## config.mk

```make
export PLATFORM = sky130hd
export DESIGN_NAME = register_file_mp
export DESIGN_NICKNAME = d
export VERILOG_FILES = /design/src/rtl/cpu_pkg.sv /design/src/rtl/regfile_read_port.sv /design/src/rtl/register_file_mp.sv
export SDC_FILE = /design/constraint.sdc
export NUM_CORES = 1
export LEC_CHECK = 0
export ABC_AREA = 1
export BUFFER_PORTS_ARGS = -buffer_cell sky130_fd_sc_hd__buf_2
export CORE_ASPECT_RATIO = 1.75
export CORE_MARGIN = 10
export CORE_UTILIZATION = 40
export CTS_CLUSTER_SIZE = 16
export DETAILED_ROUTE_END_ITERATION = 10
export GPL_ROUTABILITY_DRIVEN = 0
export SYNTH_ARGS = -nofsm -noshare
export SYNTH_HDL_FRONTEND = slang
export SYNTH_SLANG_ARGS = --single-unit
```

## constraint.sdc

```tcl
create_clock -name clk -period 2.05 [get_ports clk]
set_input_delay 0.41 -clock clk [delete_from_list [all_inputs] [get_ports clk]]
set_output_delay 0.41 -clock clk [all_outputs]
set_load 0.02 [all_outputs]
```

## src/rtl/cpu_pkg.sv

```systemverilog
// Shared core-wide register-file constants and types.
package cpu_pkg;
   localparam int REG_ADDR_W = 4;
   localparam int REG_DATA_W = 32;
   localparam int REG_PC     = 15;

   typedef logic [REG_ADDR_W-1:0] reg_idx_t;
   typedef logic [REG_DATA_W-1:0] word_t;
endpackage

```

## src/rtl/regfile_read_port.sv

```systemverilog
// One combinational read port: PC override, write bypass, stored-word mux and busy select.
module regfile_read_port
   import cpu_pkg::*;
#(
   parameter int DATA_W = REG_DATA_W,
   parameter int ADDR_W = REG_ADDR_W,
   parameter int BYPASS = 1,
   parameter int PC_IDX = REG_PC
) (
   input  logic [ADDR_W-1:0] addr,
   input  logic [DATA_W-1:0] stored,
   input  logic              pend_bit,
   input  logic [DATA_W-1:0] pc_plus8,
   input  logic              we,
   input  logic [ADDR_W-1:0] wa,
   input  logic [DATA_W-1:0] wd,
   output logic [DATA_W-1:0] data,
   output logic              busy
);
   localparam logic [ADDR_W-1:0] PC_A = ADDR_W'(PC_IDX);

   logic pc_hit;
   logic byp_hit;

   assign pc_hit  = (addr == PC_A);
   assign byp_hit = (BYPASS != 0) && we && (wa == addr);

   // A bypassed value is the retiring result itself, so it is never busy.
   always_comb begin
      if (pc_hit) begin
         data = pc_plus8;
         busy = 1'b0;
      end else if (byp_hit) begin
         data = wd;
         busy = 1'b0;
      end else begin
         data = stored;
         busy = pend_bit;
      end
   end
endmodule

```

## src/rtl/register_file_mp.sv

```systemverilog
// Multi-read-port register file with one write port and a per-register pending scoreboard.
module register_file_mp
   import cpu_pkg::*;
#(
   parameter int DATA_W = REG_DATA_W,
   parameter int ADDR_W = REG_ADDR_W,
   parameter int NUM_RD = 3,
   parameter int BYPASS = 1,
   parameter int PC_IDX = REG_PC
) (
   input  logic                     clk,
   input  logic                     rst_n,
   input  logic [NUM_RD*ADDR_W-1:0] rd_addr,
   output logic [NUM_RD*DATA_W-1:0] rd_data,
   output logic [NUM_RD-1:0]        rd_busy,
   input  logic [DATA_W-1:0]        pc_plus8,
   input  logic                     we,
   input  logic [ADDR_W-1:0]        wa,
   input  logic [DATA_W-1:0]        wd,
   input  logic                     iss_valid,
   input  logic [ADDR_W-1:0]        iss_addr,
   input  logic                     flush,
   output logic [2**ADDR_W-1:0]     pending
);
   localparam int DEPTH = 2**ADDR_W;
   localparam logic [ADDR_W-1:0] PC_A = ADDR_W'(PC_IDX);

   logic [DATA_W-1:0] mem [DEPTH];
   logic [DEPTH-1:0]  pend_q;
   logic [DEPTH-1:0]  pend_d;
   logic              wr_ok;
   logic              iss_ok;

   assign wr_ok  = we && (wa != PC_A);
   assign iss_ok = iss_valid && (iss_addr != PC_A);

   // Set is applied after clear so a new producer supersedes the retiring one.
   always_comb begin
      // NOTE: start from the held value so every path assigns pend_d and no latch is inferred.
      pend_d = pend_q;
      if (flush) begin
         pend_d = '0;
      end else begin
         if (wr_ok)  pend_d[wa]       = 1'b0;
         if (iss_ok) pend_d[iss_addr] = 1'b1;
      end
      pend_d[PC_A] = 1'b0;
   end

   // NOTE: the storage array is flop-based and reset word by word, which a RAM macro could not do asynchronously.
   always_ff @(posedge clk or negedge rst_n) begin
      if (!rst_n) begin
         pend_q <= '0;
         for (int r = 0; r < DEPTH; r++) mem[r] <= '0;
      end else begin
         // NOTE: non-blocking updates so every state element samples pre-edge values.
         pend_q <= pend_d;
         if (wr_ok) mem[wa] <= wd;
      end
   end

   assign pending = pend_q;

   for (genvar i = 0; i < NUM_RD; i++) begin : g_port
      regfile_read_port #(
         .DATA_W (DATA_W),
         .ADDR_W (ADDR_W),
         .BYPASS (BYPASS),
         .PC_IDX (PC_IDX)
      ) u_port (
         .addr     (rd_addr[i*ADDR_W +: ADDR_W]),
         .stored   (mem[rd_addr[i*ADDR_W +: ADDR_W]]),
         .pend_bit (pend_q[rd_addr[i*ADDR_W +: ADDR_W]]),
         .pc_plus8 (pc_plus8),
         .we       (we),
         .wa       (wa),
         .wd       (wd),
         .data     (rd_data[i*DATA_W +: DATA_W]),
         .busy     (rd_busy[i])
      );
   end
endmodule

```

Word level (Yosys, flattened, before mapping)
Cells that the tools add are included.
Operators by class
  reductions and logical operators: 8
  equality and inequality tests: 8
  bitwise gates (word level): 7
  muxes and demuxes: 38
  $lt $le $gt $ge: 12
Operator list (count)
  $bwmux W512: 1
  $mux W32: 13
  $bmux W32 S4: 3
  $demux W32 S4: 1
  $mux W15: 4
  $lt A4 B5 Y1 const B: 5
  $ge A5 B5 Y1 const B: 4
  $not A4 Y5: 4
  $and A15 B15 Y15: 1
  $not A15 Y15: 1
  $or A15 B15 Y15: 1
  $bmux W1 S4: 3
  $eq A4 B4 Y1: 3
  $eq A4 B4 Y1 const B: 3
  $mux W1: 11
  $demux W1 S4: 2
  $ge A4 B1 Y1 const B: 2
  $logic_and A1 B1 Y1: 8
  $ne A4 B4 Y1 const B: 2
  $lt A5 B1 Y1 const B: 1
Storage, ports and cells
  input port bits: 89
  bits in registers: 527
  logic and storage cells: 90
  output and inout port bits: 115

Depth between registers and ports, before layout
  depth after elaboration: 11
  depth in mapped cells: 13
  gate-level depth less buffers: 11

Hierarchy
From an unflattened synthesis, not the netlist that was laid out.
Second synthesis, totals
  cell total of the unflattened synthesis: 6508
  area, all modules: 38964.9 um2
Modules (own cells, without submodules)
  register_file_mp: area an instance 35278.8 um2, seq. area each 13187.6 um2, cells each 5704, times used 1
  regfile_read_port: area an instance 1228.7 um2, seq. area each 0.0 um2, cells each 268, times used 3

Worst setup path before layout
No wires, ideal clock.
  kind: input-to-output
  start point: input rd_addr[10]
  end point: output rd_data[64]
  arrival: 1.612 ns
  buffers on the path: 3
  stages on the path: 11
  required time: 1.640 ns
  slack: 0.028 ns
  cells stage by stage: buf_2 clkinv_1 nand2_1 nand2_1 nand3_1 nor2_1 buf_2 buf_2 a21oi_1 nand2_1 nand2_1
On the way
  word-level cells in the longest chain between the ends: 6
  elaborated cells between the ends (all ways): 9
  classes of those cells: eq/ne: 2; mux: 5; bitwise: 1; reduce/logical: 1
RTL lines
  start: declaration: RTL line register_file_mp.sv:13  | input logic [NUM_RD*ADDR_W-1:0] rd_addr,
  $not A4 Y5 (implied by the code): RTL line register_file_mp.sv:72  | .stored (mem[rd_addr[i*ADDR_W +: ADDR_W]]),
  $bmux W32 S4: RTL line register_file_mp.sv:72
  $mux W32 (implied by the code) (2 in a row): RTL line register_file_mp.sv:72
  $mux W32: RTL line regfile_read_port.sv:33  | end else if (byp_hit) begin
  $mux W32 (*): RTL line regfile_read_port.sv:30  | if (pc_hit) begin
  end: declaration: RTL line register_file_mp.sv:14  | output logic [NUM_RD*DATA_W-1:0] rd_data,
Every way passes the cells marked *; elsewhere a longest branch is shown, timed or not. The select of a mux whose other input is x is not followed.

Worst setup path in the final report
  start point: input rd_addr[8]
  end point: output rd_data[81]
Same word-level chain as after synthesis.

==> flow_summary.toml <==
[outcome]
status = "complete, but fails checks"
violations = "negative setup slack"

[sta]
hold_slack_ns = 0.0301
rsz0062_at_grt = "yes"
fin_ws_ns = -0.384
slew_headroom_pct = 57.5
post-route-period-util_pct = 119
final_max_slew_viol_count = 0
finalCriticalPeriod_ns = 2.43
tns_ns = -25.21
fmax_mhz = 411
worst_pin_slew_ns = 0.637
hold_violations = 0
fin_worst_skew_ns = 0
setup_viol = 99

[global_routing]
antenna_found_initial = 11
grt_max_degree = 75
grt_pass1_vias = 42200
grt_use_total_pct = 32.7
grt_pass1_wl_um = 263000
grt_overflow = 0

[pwr]
fin_total_pwr_mw = 38.0
ir_drop_uv = 493
powerDensity_nw_per_um2 = 801
leakagePower_nw = 24.2

[detailed_routing]
drtAntennaViolNets = 0
routed-via-count = 44200
wl_per_cell_um = 23.2
drt_iter0_markers = 5408
drc = 0
vias_per_cell = 5.74
routed_wl_um = 179000
dr.pass1.iters = 7

[synthesis]
synth_common_cells = "nand2_1 (3269), dfrtp_1 (527), nand3_1 (500)"
synth_ff_type = "dfrtp_1"
yosysMostFrequentCell = "nand2_1"
syn_area_um2 = 36500
synth_top_cell_by_area = "dfrtp_1"
synth_nets = 6252
synthSimpleGateAreaFrac_pct = 46.3
synth_area_leaders = "dfrtp_1 (36%), nand2_1 (34%), nand3_1 (6.8%)"
synth_edf_count = 0
synth-compound-area-share_pct = 8.51
yosysSeqAreaShare_pct = 36.1
synthAdderAreaFrac_pct = 0
synth-xor-area-share_pct = 0
synth_top_family_by_area = "simple AND/OR/NAND/NOR gates"
muxShareOfSynthArea_pct = 0
ys_ff_latch = 527
ys_types = 23
synth.avg_cell_area_um2 = 5.93
yosys_warnings = 0
synth_top_area_share_pct = 36.1
ys_async_sr_fraction_pct = 100
synth_cells = 6163

[cts]
numCtsBuffers = 55
clock_latency_ns = 0.65
cts_sinks = 527
cts-htree-levels = 2
root_buffer = "clkbuf_16"
cts_tree = "yes"
clkTransAtPathRegs_ns = 0.07
cts_buffer_depth = 3

[setup_path]
cp-end-kind = "primary output"
ff2ff_setup_slack_ns = 1.07
worstSetupStartpoint = "rd_addr[8]"
critPathMaxFanout = 7
cp.required_ns = 1.64
path_class = "input pin to primary output"
worstPathArrival_ns = 2.02
rr_startpoint = "pending[9]"
crit_path_start_kind = "input pin"

[job]
drv_cap = 0

[layout]
drive_above_1_share_pct = 20.2
syn_to_final_growth_pct = 29.8
nets = 6557
final_util_pct = 52.3

[placement]
post-place-ws_ns = -0.394
portBuffers = 202
hpwl_um = 120000

[die]
die_y_um = 420
num_io_pins = 204
coreArea_um2 = 90600
die-area_um2 = 104000
num_rows = 146
die_w_um = 248
start_util_pct = 40.3

[min_path]
min_path_type = "input pin to register"
min_from = "wd[9]"
-- through the flow --
step / cells / instance area, um2
CTS: 7638 / 46100
global placement: 7491 / 42600
detailed placement: 7491 / 42600
global route: 7699 / 47400
floorplan: 6163 / 36500
finish: 7703 / 47400
-- where the power goes --
part	switching [mW]	internal [mW]
clock	4.75	6.28
sequential	1.66	12.5
combinational	7.92	4.87
total	14.3	23.6
-- state kept, by name (all words and copies together) (netlist names) --
| register | flops |
|---|---|
| mem | 512 |
| pending | 15 |
-- logic make-up (layout without fill, tap and decap cells) --
logic type,count (synthesis),after routing
DFF,527,527
other,1,7
and+or+nand+nor,4197,4197
buffers and inverters,821,1171
AOI/OAI and AO/OA,617,617
-- final cells by class --
| class | instances | area (um2) |
|---|---|---|
| fillers | 9099 | 43200 |
| multi-input cells | 4815 | 21100 |
| flip-flops and latches | 527 | 13200 |
| repair buffers | 738 | 8380 |
| clock buffers | 79 | 1670 |
| well taps | 1184 | 1480 |
| inverters | 331 | 1320 |
| clock inverters | 23 | 270 |
| diodes | 6 | 15.0 |
-- metal layers --
metal | vias to the layer above | track usage [%] | wire length, um
met5 | - | 0 | 52
met4 | 10 | 27.9 | 17400
met3 | 953 | 7.23 | 18700
met2 | 2892 | 52.4 | 80400
met1 | 20400 | 36.6 | 62300
li1 | 20000 | - | -
-- final timing paths --
path	depth (start not counted)	to
worst min register to register	0	mem[31]
worst max-delay path	13	rd_data[81]
max in group asynchronous	4	pending[8]
worst max register to register	4	pending[9]
worst min-delay path	3	mem[201]
min in group asynchronous	2	mem[176]
-- cells in the final DEF (no fill, tap or decap), types with 3 or more instances in the layout --
| cell | instances |
|---|---|
| inv_6 | 3 |
| o211ai_1 | 9 |
| nor2_2 | 17 |
| a21oi_4 | 3 |
| inv_1 | 150 |
| buf_8 | 3 |
| nand4_1 | 198 |
| clkinvlp_4 | 9 |
| diode_2 | 6 |
| clkbuf_1 | 6 |
| nand2_1 | 3072 |
| buf_6 | 104 |
| buf_4 | 329 |
| buf_2 | 96 |
| nand3_2 | 51 |
| a21oi_2 | 12 |
| nor2_4 | 19 |
| nand2_2 | 188 |
| inv_2 | 168 |
| nor2_1 | 186 |
| buf_16 | 7 |
| inv_4 | 4 |
| buf_12 | 186 |
| bufinv_16 | 5 |
| clkbuf_16 | 64 |
| clkbuf_8 | 16 |
| dfrtp_1 | 525 |
| clkinv_2 | 8 |
| nand2_4 | 10 |
| nor3_1 | 3 |
| a21oi_1 | 201 |
| nand3_1 | 449 |
| bufbuf_16 | 3 |
| o21ai_0 | 391 |
-- what timing repair did --
item,in CTS,in global routing
pin swaps,104,234
cloned,7,4
setup endpoints to repair,99,99
resized for setup,416,281
buffers inserted,36,57
hold buffers,2,0
endpoints found under the hold margin,131,0
-- critical path, stage by stage --
cell and delay (ns):
clkbuf_16 0.17, buf_12 0.16, nand2_4 0.08, inv_4 0.05
buf_12 0.14, buf_12 0.15, nand2_1 0.06, nand4_1 0.27
nand3_2 0.20, nand2_1 0.07, nand2_1 0.06, nand2_1 0.07
buf_6 0.13
(Power assumes the default switching activity.)
